<file path="config.mk">
export PLATFORM = sky130hd
export DESIGN_NAME = uart_xcvr
export DESIGN_NICKNAME = d
export VERILOG_FILES = /design/src/rtl/uart_xcvr_pkg.sv /design/src/rtl/uart_baud_gen.sv /design/src/rtl/uart_xcvr.sv
export SDC_FILE = /design/constraint.sdc
export NUM_CORES = 1
export LEC_CHECK = 0
export ABC_CLOCK_PERIOD_IN_PS = 4840
export CAP_MARGIN = 5
export CORE_UTILIZATION = 40
export DETAILED_ROUTE_END_ITERATION = 10
export GPL_ROUTABILITY_DRIVEN = 0
export SLEW_MARGIN = 20
export SYNTH_ARGS = -nofsm -noshare
export SYNTH_HDL_FRONTEND = slang
export SYNTH_SLANG_ARGS = --single-unit
</file>
<file path="constraint.sdc">
create_clock -name clk -period 4.84 [get_ports clk]
set_input_delay 0.968 -clock clk [delete_from_list [all_inputs] [get_ports clk]]
set_output_delay 0.968 -clock clk [all_outputs]
set_load 0.1 [all_outputs]
</file>
<file path="src/rtl/uart_xcvr_pkg.sv">
// uart_xcvr_pkg
//   Shared definitions for the UART transceiver: FSM state encoding used by
//   both the TX and RX machines, default timing values and a counter-width
//   helper.
package uart_xcvr_pkg;

  typedef enum logic [2:0] {
    ST_IDLE   = 3'd0,
    ST_START  = 3'd1,
    ST_DATA   = 3'd2,
    ST_PARITY = 3'd3,
    ST_STOP   = 3'd4
  } uart_state_e;

  // 50 MHz / (115200 * 16) ~ 27
  localparam int DEF_CLK_DIV    = 27;
  localparam int DEF_OVERSAMPLE = 16;

  // Bits needed for a counter running 0..n-1 (never narrower than 1).
  function automatic int cnt_w(input int n);
    return (n <= 2) ? 1 : $clog2(n);
  endfunction

endpackage

</file>
<file path="src/rtl/uart_baud_gen.sv">
// uart_baud_gen
//   Free-running divider producing the oversample tick shared by TX and RX.
//   Counter runs 0..CLK_DIV-1; o_tick is high for the single cycle in which
//   the counter wraps.
// Ports
//   clk     in   system clock
//   reset   in   synchronous, active-high reset (counter -> 0)
//   o_tick  out  1-cycle oversample tick
module uart_baud_gen
  import uart_xcvr_pkg::*;
#(
  parameter int CLK_DIV = DEF_CLK_DIV
) (
  input  logic clk,
  input  logic reset,
  output logic o_tick
);

  localparam int              CW   = cnt_w(CLK_DIV);
  localparam logic [CW-1:0]   LAST = CW'(CLK_DIV - 1);

  logic [CW-1:0] r_cnt;

  always_ff @(posedge clk) begin
    if (reset)              r_cnt <= '0;
    else if (r_cnt == LAST) r_cnt <= '0;
    else                    r_cnt <= r_cnt + CW'(1);
  end

  assign o_tick = (r_cnt == LAST);

endmodule

</file>
<file path="src/rtl/uart_xcvr.sv">
// uart_xcvr
//   Full-duplex UART transceiver in a single clock domain. One divider
//   (uart_baud_gen) produces an oversample tick; the TX FSM holds each bit
//   for OVERSAMPLE ticks, the RX FSM samples each bit at its middle after
//   detecting a falling edge on the synchronised rx line.
//   Optional feature: define UART_PARITY_EN to add a parity bit
//   (XOR(data) ^ PARITY_ODD) after the data bits in both directions.
// Ports
//   clk, reset          system clock, synchronous active-high reset
//   start_transmission  send request, honoured only while busy==0
//   data_in             TX word, captured on the accepting edge
//   tx / busy           serial output (idle high) / TX frame in progress
//   rx                  asynchronous serial input (idle high)
//   data_out            last received word, held until the next frame
//   data_ready          1-cycle pulse when data_out updates
//   frame_err           pulse with data_ready: a stop bit sampled 0
//   parity_err          pulse with data_ready: parity mismatch (0 without parity)
module uart_xcvr
  import uart_xcvr_pkg::*;
#(
  parameter int CLK_DIV    = DEF_CLK_DIV,
  parameter int OVERSAMPLE = DEF_OVERSAMPLE,
  parameter int DATA_W     = 8,
  parameter int STOP_BITS  = 1,
  parameter int PARITY_ODD = 0
) (
  input  logic              clk,
  input  logic              reset,
  input  logic              start_transmission,
  input  logic [DATA_W-1:0] data_in,
  output logic              tx,
  output logic              busy,
  input  logic              rx,
  output logic [DATA_W-1:0] data_out,
  output logic              data_ready,
  output logic              frame_err,
  output logic              parity_err
);

  localparam int              TC_W    = cnt_w(OVERSAMPLE);
  localparam int              BC_W    = cnt_w(DATA_W);
  localparam logic [TC_W-1:0] TC_LAST = TC_W'(OVERSAMPLE - 1);
  localparam logic [TC_W-1:0] TC_HALF = TC_W'(OVERSAMPLE / 2 - 1);
  localparam logic [BC_W-1:0] BC_DATA = BC_W'(DATA_W - 1);
  localparam logic [BC_W-1:0] BC_STOP = BC_W'(STOP_BITS - 1);
`ifdef UART_PARITY_EN
  localparam logic            PAR_SENSE = (PARITY_ODD != 0);
`endif

  if (CLK_DIV < 2 || OVERSAMPLE < 4 || (OVERSAMPLE % 2) != 0 || DATA_W < 5 || DATA_W > 9 ||
      STOP_BITS < 1 || STOP_BITS > 2 || PARITY_ODD < 0 || PARITY_ODD > 1) begin : g_param_check
    $error("uart_xcvr: parameter out of range");
  end

  logic w_tick;

  uart_baud_gen #(.CLK_DIV(CLK_DIV)) u_baud (
    .clk    (clk),
    .reset  (reset),
    .o_tick (w_tick)
  );

  // ---------------- TX ----------------
  uart_state_e       r_tx_state, w_tx_state;
  logic [DATA_W-1:0] r_tx_shift, w_tx_shift;
  logic [TC_W-1:0]   r_tx_tc, w_tx_tc;
  logic [BC_W-1:0]   r_tx_bc, w_tx_bc;
  logic              r_tx, w_tx;
  logic              r_tx_go, w_tx_go;   // start bit already on the line
`ifdef UART_PARITY_EN
  logic              r_tx_par, w_tx_par;
`endif

  always_ff @(posedge clk) begin
    if (reset) begin
      r_tx_state <= ST_IDLE;
      r_tx       <= 1'b1;
      r_tx_go    <= 1'b0;
      r_tx_tc    <= '0;
      r_tx_bc    <= '0;
    end else begin
      r_tx_state <= w_tx_state;
      r_tx       <= w_tx;
      r_tx_go    <= w_tx_go;
      r_tx_tc    <= w_tx_tc;
      r_tx_bc    <= w_tx_bc;
    end
  end

  always_ff @(posedge clk) begin
    r_tx_shift <= w_tx_shift;
`ifdef UART_PARITY_EN
    r_tx_par   <= w_tx_par;
`endif
  end

  always_comb begin
    w_tx_state = r_tx_state;
    w_tx_shift = r_tx_shift;
    w_tx_tc    = r_tx_tc;
    w_tx_bc    = r_tx_bc;
    w_tx       = r_tx;
    w_tx_go    = r_tx_go;
`ifdef UART_PARITY_EN
    w_tx_par   = r_tx_par;
`endif
    // Tick counter is common to every active state; bit-end branches below reset it.
    if (w_tick && r_tx_state != ST_IDLE) w_tx_tc = r_tx_tc + TC_W'(1);
    case (r_tx_state)
      ST_IDLE: begin
        w_tx = 1'b1;
        if (start_transmission) begin
          w_tx_state = ST_START;
          w_tx_shift = data_in;
          w_tx_go    = 1'b0;
          w_tx_tc    = '0;
`ifdef UART_PARITY_EN
          w_tx_par   = (^data_in) ^ PAR_SENSE;
`endif
        end
      end
      ST_START: begin
        if (w_tick && !r_tx_go) begin
          // First tick after acceptance: the start bit begins here.
          w_tx_go = 1'b1;
          w_tx    = 1'b0;
          w_tx_tc = '0;
        end else if (w_tick && r_tx_tc == TC_LAST) begin
          w_tx_state = ST_DATA;
          w_tx       = r_tx_shift[0];
          w_tx_shift = r_tx_shift >> 1;
          w_tx_tc    = '0;
          w_tx_bc    = '0;
        end
      end
      ST_DATA: begin
        if (w_tick && r_tx_tc == TC_LAST) begin
          w_tx_tc = '0;
          if (r_tx_bc == BC_DATA) begin
            w_tx_bc    = '0;
`ifdef UART_PARITY_EN
            w_tx_state = ST_PARITY;
            w_tx       = r_tx_par;
`else
            w_tx_state = ST_STOP;
            w_tx       = 1'b1;
`endif
          end else begin
            w_tx       = r_tx_shift[0];
            w_tx_shift = r_tx_shift >> 1;
            w_tx_bc    = r_tx_bc + BC_W'(1);
          end
        end
      end
`ifdef UART_PARITY_EN
      ST_PARITY: begin
        if (w_tick && r_tx_tc == TC_LAST) begin
          w_tx_state = ST_STOP;
          w_tx       = 1'b1;
          w_tx_tc    = '0;
          w_tx_bc    = '0;
        end
      end
`endif
      ST_STOP: begin
        if (w_tick && r_tx_tc == TC_LAST) begin
          w_tx_tc = '0;
          if (r_tx_bc == BC_STOP) begin
            w_tx_state = ST_IDLE;
            w_tx_go    = 1'b0;
          end else begin
            w_tx_bc = r_tx_bc + BC_W'(1);
          end
        end
      end
      default: begin
        w_tx_state = ST_IDLE;
        w_tx       = 1'b1;
        w_tx_go    = 1'b0;
      end
    endcase
  end

  assign tx   = r_tx;
  assign busy = (r_tx_state != ST_IDLE);

  // ---------------- RX ----------------
  // r_rx_s3 is the previous synchronised value, used for falling-edge detect.
  logic r_rx_s1, r_rx_s2, r_rx_s3;

  always_ff @(posedge clk) begin
    if (reset) begin
      r_rx_s1 <= 1'b1;
      r_rx_s2 <= 1'b1;
      r_rx_s3 <= 1'b1;
    end else begin
      r_rx_s1 <= rx;
      r_rx_s2 <= r_rx_s1;
      r_rx_s3 <= r_rx_s2;
    end
  end

  uart_state_e       r_rx_state, w_rx_state;
  logic [DATA_W-1:0] r_rx_shift, w_rx_shift;
  logic [TC_W-1:0]   r_rx_tc, w_rx_tc;
  logic [BC_W-1:0]   r_rx_bc, w_rx_bc;
  logic              r_rx_ferr, w_rx_ferr;   // stop bits seen low so far
  logic [DATA_W-1:0] r_dout, w_dout;
  logic              r_rdy, w_rdy, r_fe, w_fe;
`ifdef UART_PARITY_EN
  logic              r_rx_par, w_rx_par, r_pe, w_pe;
`endif

  always_ff @(posedge clk) begin
    if (reset) begin
      r_rx_state <= ST_IDLE;
      r_rx_tc    <= '0;
      r_rx_bc    <= '0;
      r_rx_ferr  <= 1'b0;
      r_dout     <= '0;
      r_rdy      <= 1'b0;
      r_fe       <= 1'b0;
`ifdef UART_PARITY_EN
      r_pe       <= 1'b0;
`endif
    end else begin
      r_rx_state <= w_rx_state;
      r_rx_tc    <= w_rx_tc;
      r_rx_bc    <= w_rx_bc;
      r_rx_ferr  <= w_rx_ferr;
      r_dout     <= w_dout;
      r_rdy      <= w_rdy;
      r_fe       <= w_fe;
`ifdef UART_PARITY_EN
      r_pe       <= w_pe;
`endif
    end
  end

  always_ff @(posedge clk) begin
    r_rx_shift <= w_rx_shift;
`ifdef UART_PARITY_EN
    r_rx_par   <= w_rx_par;
`endif
  end

  always_comb begin
    w_rx_state = r_rx_state;
    w_rx_shift = r_rx_shift;
    w_rx_tc    = r_rx_tc;
    w_rx_bc    = r_rx_bc;
    w_rx_ferr  = r_rx_ferr;
    w_dout     = r_dout;
    w_rdy      = 1'b0;
    w_fe       = 1'b0;
`ifdef UART_PARITY_EN
    w_rx_par   = r_rx_par;
    w_pe       = 1'b0;
`endif
    if (w_tick && r_rx_state != ST_IDLE) w_rx_tc = r_rx_tc + TC_W'(1);
    case (r_rx_state)
      ST_IDLE: begin
        // Edge required: a line stuck low never restarts the receiver.
        if (r_rx_s3 && !r_rx_s2) begin
          w_rx_state = ST_START;
          w_rx_tc    = '0;
        end
      end
      ST_START: begin
        if (w_tick && r_rx_tc == TC_HALF) begin
          w_rx_tc    = '0;
          w_rx_bc    = '0;
          w_rx_state = r_rx_s2 ? ST_IDLE : ST_DATA;   // high at mid-start: glitch
        end
      end
      ST_DATA: begin
        if (w_tick && r_rx_tc == TC_LAST) begin
          w_rx_tc    = '0;
          w_rx_shift = {r_rx_s2, r_rx_shift[DATA_W-1:1]};
          if (r_rx_bc == BC_DATA) begin
            w_rx_bc    = '0;
            w_rx_ferr  = 1'b0;
`ifdef UART_PARITY_EN
            w_rx_state = ST_PARITY;
`else
            w_rx_state = ST_STOP;
`endif
          end else begin
            w_rx_bc = r_rx_bc + BC_W'(1);
          end
        end
      end
`ifdef UART_PARITY_EN
      ST_PARITY: begin
        if (w_tick && r_rx_tc == TC_LAST) begin
          w_rx_tc    = '0;
          w_rx_par   = r_rx_s2;
          w_rx_state = ST_STOP;
        end
      end
`endif
      ST_STOP: begin
        if (w_tick && r_rx_tc == TC_LAST) begin
          w_rx_tc = '0;
          if (r_rx_bc == BC_STOP) begin
            // Return to IDLE mid-stop-bit so the next start edge is caught early.
            w_rx_state = ST_IDLE;
            w_dout     = r_rx_shift;
            w_rdy      = 1'b1;
            w_fe       = r_rx_ferr | ~r_rx_s2;
`ifdef UART_PARITY_EN
            w_pe       = ((^r_rx_shift) ^ PAR_SENSE) != r_rx_par;
`endif
          end else begin
            w_rx_bc   = r_rx_bc + BC_W'(1);
            w_rx_ferr = r_rx_ferr | ~r_rx_s2;
          end
        end
      end
      default: w_rx_state = ST_IDLE;
    endcase
  end

  assign data_out   = r_dout;
  assign data_ready = r_rdy;
  assign frame_err  = r_fe;
`ifdef UART_PARITY_EN
  assign parity_err = r_pe;
`else
  assign parity_err = 1'b0;
`endif

endmodule
</file>
# Yosys cells after proc, flatten, opt, wreduce, memory -nomap -nowiden

Index checks and enable logic that the tools add are counted.

Register bits: 57
Bits in latches: 0
Memory bits (writable): 0
Memory bits (read-only): 0
Bits of input ports: 12
Output and inout bits: 13
Logic and storage cells: 155
Memories: 0

Add/sub/neg operators: 5
Multipliers: 0
Div/mod/pow operators: 0
Magnitude comparators: 0
Eq/ne operators: 30
Shift-type cells: 0
Mux-type cells: 61
Bitwise operators: 7
Reductions and logical operators: 34

Operators by type and width:

| kind                                                            | number |
|---|---|
| 3-bit 2-to-1 mux                                                | 24 |
| 8-bit 2-to-1 mux                                                | 5 |
| 2-bit != test, second input constant                            | 17 |
| 4-bit 2-to-1 mux                                                | 8 |
| 3-bit case mux with 4 select lines                              | 2 |
| 4-bit case mux with 3 select lines                              | 2 |
| 8-bit case mux with 3 select lines                              | 1 |
| 3-bit case mux with 3 select lines                              | 2 |
| 6-bit AND reduction                                             | 3 |
| 5-bit AND reduction                                             | 3 |
| 3-bit nonzero test                                              | 5 |
| 1-bit 2-to-1 mux                                                | 13 |
| 3-bit == test, second input constant                            | 4 |
| 3-bit logical NOT                                               | 4 |
| 4-bit by 1-bit adder with 4-bit output, second input constant   | 2 |
| 4-bit == test, second input constant                            | 2 |
| 1-bit logical AND                                               | 7 |
| 7-bit AND reduction                                             | 1 |
| 3-bit by 1-bit adder with 3-bit output, second input constant   | 2 |
| 3-bit by 1-bit == test with 1-bit output, second input constant | 2 |
| 3-bit by 2-bit == test with 1-bit output, second input constant | 2 |
| 1-bit NOT                                                       | 6 |
| 3-bit AND reduction                                             | 2 |
| 2-bit OR reduction                                              | 3 |
| 14 further kinds                                                | 15 |

# Longest topological paths before layout

Depth in word-level cells: 6
Gate-level depth with buffers: 8
Mapped depth without buffers: 7

# Hierarchy

Synthesis repeated with hierarchy kept, for this count alone.

Cells, all modules: 267
Area total of the unflattened synthesis: 2727.6 um2

By module, submodules not included:

| module        | instances | cells an instance | area each (um2) |
|---|---|---|---|
| uart_xcvr     | 1         | 245               | 2468.6 |
| uart_baud_gen | 1         | 22                | 259.0 |

# Worst setup path after synthesis

Ideal clock, no wire load.

Path type: register to output
Start: register r_tx_state[2]
End: output busy
Data arrival time: 1.279 ns
Required time: 3.872 ns
Slack: 2.593 ns
Stages on the path, launching flop included: 4
Buffers on the path: 1
Cells stage by stage: dfxtp_1 > buf_2 > nor3_1 > inv_1

Word-level cells in the longest chain between the ends: 1

Ends and longest elaborated chain:

| element                | RTL line         | source |
|---|---|---|
| start, declared        | uart_xcvr.sv:64  | `uart_state_e r_tx_state, w_tx_state;` |
| start signal, assigned | uart_xcvr.sv:82  | `r_tx_state <= w_tx_state;` |
| 3-bit nonzero test     | uart_xcvr.sv:185 | `assign busy = (r_tx_state != ST_IDLE);` |
| end, declared          | uart_xcvr.sv:32  | `output logic busy,` |

Every way passes these cells.

# Worst setup path after layout

Same ends and word-level chain as after synthesis.

==> metrics list <==
* Number of buffers inserted for hold repair after clock tree synthesis: 0
* Synth Net Count: 298
* Number of pins exceeding their max-slew limit in the final report: 0
- Cells fill 48.87% of the core in the end.
- Port buffer count: 23
- The internal portion of the total power is 872.8 µW.
- Setup-violating endpoint count in the final report: 0
* Flops & latches, synth: 57
- Library cell used as clock root buffer: clkbuf_8
- Initial antenna violation count: 0
* Antenna-violating nets left: 0
- Most frequent standard cell in the layout excluding fill and tap cells: dfxtp_1
* Number of warnings printed during yosys synthesis: 0
- For this block, the routed nets add up to 5157 µm of wire.
- Std cell rows: 29
- In the layout the commonest cells are dfxtp_1, nor2_1, nand2_1, clkdlybuf4s50_1, edfxtp_1.
* Worst setup skew after layout: 0.006504 ns
* Worst min-delay path class: reg2reg
- STA puts the critical path data arrival time at 2.35 ns.
- Of the cells placed in the final design, the portion with a size suffix greater than 1 is 10.49%.
- Count of cells along the worst register-to-register path: 5
- Worst-path fanout max: 15
- RR Endpoint: r_rx_shift[5]
- Across the whole layout, storage elements account for 0.001301 mm².
* Count of flip-flops with a built-in enable after synthesis: 16
* Average cell area after synthesis: 9.982 µm²
- By area the synthesized netlist is led by dfxtp_1, edfxtp_1, ha_1.
* Max cap viols: 0
* Horizontal die dimension: 85.00 µm
* Part of the total power dissipated in the clock network: 29.2%
* Global-route wire length before repair: 8838 µm
- In this run the worst setup path begins at r_tx_state[2].
* Library cell with the largest summed area after synthesis: dfxtp_1
- Vert. Die Dim: 85.00 µm
- Global routing used 15.61% of the available tracks across all layers.
- CTS saw 57 sinks.
- Worst-margin pin slew: 1.004 ns
- Synthesis produced a netlist whose cell count is 276.
- Switching Share: 32.03%
* Most used flip-flop cell after synthesis: dfxtp_1
- After legalization and detailed placement, the total HPWL measured 3577 µm.
* Maximum clock insertion buffer count: 2
- Synth top area share: 29.79%
- Area of the core: 0.006495 mm²
- DRC violation count after routing: 0
- The detailed router placed 2070 vias in this run.
- Power share of the sequential group: 45.9%
* Relative slew margins: 32.84%
* Number of filler instances in the final layout: 615
- For this run, the register share of the synthesized area comes to 47.23%.
- Data required time at the worst endpoint: 3.87 ns
* Power dissipated by switching net loads: 411.3 µW
* Skew-Pair Late Insertion Delay: 0.33 ns
- For this run, the slowest stage of the critical path takes 1.14 ns.
* Detailed Route Iter0 Violations: 82
* # diodes: 0
* Ordered list of cells on the worst path: nor3_1 > inv_1 > clkdlybuf4s50_1
* Number of global-route vias before repair: 1917
- First-pass detailed-route iteration total: 4
* CTS H-tree lvls: 3
- Cell Area, Synth: 0.002755 mm²
- Compared with the post-synthesis result, the final layout area differs by 15.21%.
- Destination of the critical timing path: busy
- I/O pin cnt: 25
- Maximum number of pins on one net before global-route repair: 28
* Area of the multi-input gates: 0.001326 mm²
- Die area: 0.007224 mm²
- The number of gates resized after CTS was 0.
* Power density over the cells: 404.5 mW/mm²
* Achievable Freq: 301.3 MHz
- After clock tree synthesis, the clock-pin slew on the worst setup and hold paths is 0.06 ns.
- NumNets Final: 322
- Launching point of the worst reg2reg path: u_baud.r_cnt[0]
* Startpoint type of the worst setup path: flip-flop
- Total chip power: 1.284 mW
- Setup slack of the most critical reg-to-reg path: 2.71 ns
- Cell type of the slowest stage on the worst timing path: clkdlybuf4s50_1
* Wirelength per Cell: 13.50 µm
* Netlist cell types: 57
- CTS tree: done
* Worst setup EP type: output port
* Fraction of registers with async set/reset: 0%
- For the final routed database, the setup TNS stands at 0 ns.
- Post-layout min period: 3.319 ns
- Counting the buffers created by CTS gives 9.
- Run status: complete, no violations
- Along the worst hold path, the cell count comes to 1.
* Final worst-path cycle share: 68.58%
- Worst vdd rail ir drop: 0.2330 mV
* Vias per cell: 5.419
* GRT overflow: 0
* Setup repair bufs after CTS: 0
* Category of the critical setup timing path: reg2out
* Hold Vio Cnt, Final: 0
- Starting density of the core: 42.42%
- Combinational logic is responsible for 24.9% of the overall power.
- Reported leakage power: 1.144 nW
* Unrepaired setup endpoints after global routing: false
cell usage after synthesis, drive strengths merged (5+ instances only):
cell and n:
mux2 7, o21ai 9, mux2i 12, buf 8
dfxtp 41, a31oi 5, xor2 5, nand3 9
a21oi 11, nor2 34, edfxtp 16, nor2b 5
nor3 7, inv 13, nand2 23, ha 10
power groups by stage:
stage / logic (mW) / registers (mW) / clock network (mW)
floorplan: 0.247 / 0.608 / 0
global placement: 0.323 / 0.598 / 0
detailed placement: 0.322 / 0.599 / 0
CTS: 0.322 / 0.589 / 0.390
global route: 0.351 / 0.597 / 0.408
finish: 0.319 / 0.589 / 0.376
worst min-delay path by stage:
stage | startpoint | end | slack (ns)
floorplan | r_rx_s1 | r_rx_s2 | 0.39
detailed placement | r_rx_s1 | r_rx_s2 | 0.39
global placement | r_rx_s1 | r_rx_s2 | 0.39
global route | r_rx_s1 | r_rx_s2 | 0.42
finish | r_rx_s1 | r_rx_s2 | 0.41
CTS | r_rx_s1 | r_rx_s2 | 0.41
flip-flops by register name, summed over array words and instances (netlist names), 3 cells and up:
signal,count
data_out,8
r_rx_shift,8
r_tx_shift,8
u_baud.r_cnt,5
r_rx_tc,4
r_tx_tc,4
r_rx_bc,3
r_rx_state,3
r_tx_bc,3
r_tx_state,3
cell type report:
cell class	instances	share of cell area (%)
Clock buffer	12	4.572
Inverter	13	1.537
Sequential cell	57	40.99
Multi-Input combinational cell	195	41.78
Clock inverter	4	0.5913
Tap cell	77	3.035
Timing Repair Buffer	24	7.489
logic make-up after synthesis:
| logic type | Yosys count | synth area share, % |
|---|---|---|
| fa+ha+maj | 10 | 4.541 |
| compound gates | 49 | 12.44 |
| flops | 57 | 47.23 |
| mux | 19 | 7.221 |
| other cells | 1 | 0.1361 |
| xor+xnor | 8 | 2.543 |
| simple gates | 108 | 21.25 |
| buf+inv | 24 | 4.632 |
stage by stage:
| stage | cell area, µm² | cells | hold WS [ns] | worst slack [ns] |
|---|---|---|---|---|
| after global placement | 3010 | 366 | 0.3907 | 1.892 |
| final | 3174 | 382 | 0.4063 | 1.521 |
| after detailed placement | 3010 | 366 | 0.3923 | 1.887 |
| after global routing | 3174 | 382 | 0.4206 | 1.403 |
| after CTS | 3174 | 382 | 0.4076 | 1.516 |
| after floorplan | 2755 | 276 | 0.3895 | 2.593 |
layer usage:
metal / up-vias / global-route usage [%] / part of all wire [%]
met2: 57 / 24.34 / 46
met5: - / 0 / 0
met4: 0 / 5.393 / 1.0
met3: 8 / 6.615 / 6.3
met1: 956 / 19.43 / 47
li1: 1049 / - / -
critical path: cells and delay by family, from the launching register on:
family	cells	cell delay, ns
buf+inv	2	1.26
flops	1	0.60
simple gates	1	0.17
(Power assumes the default switching activity.)
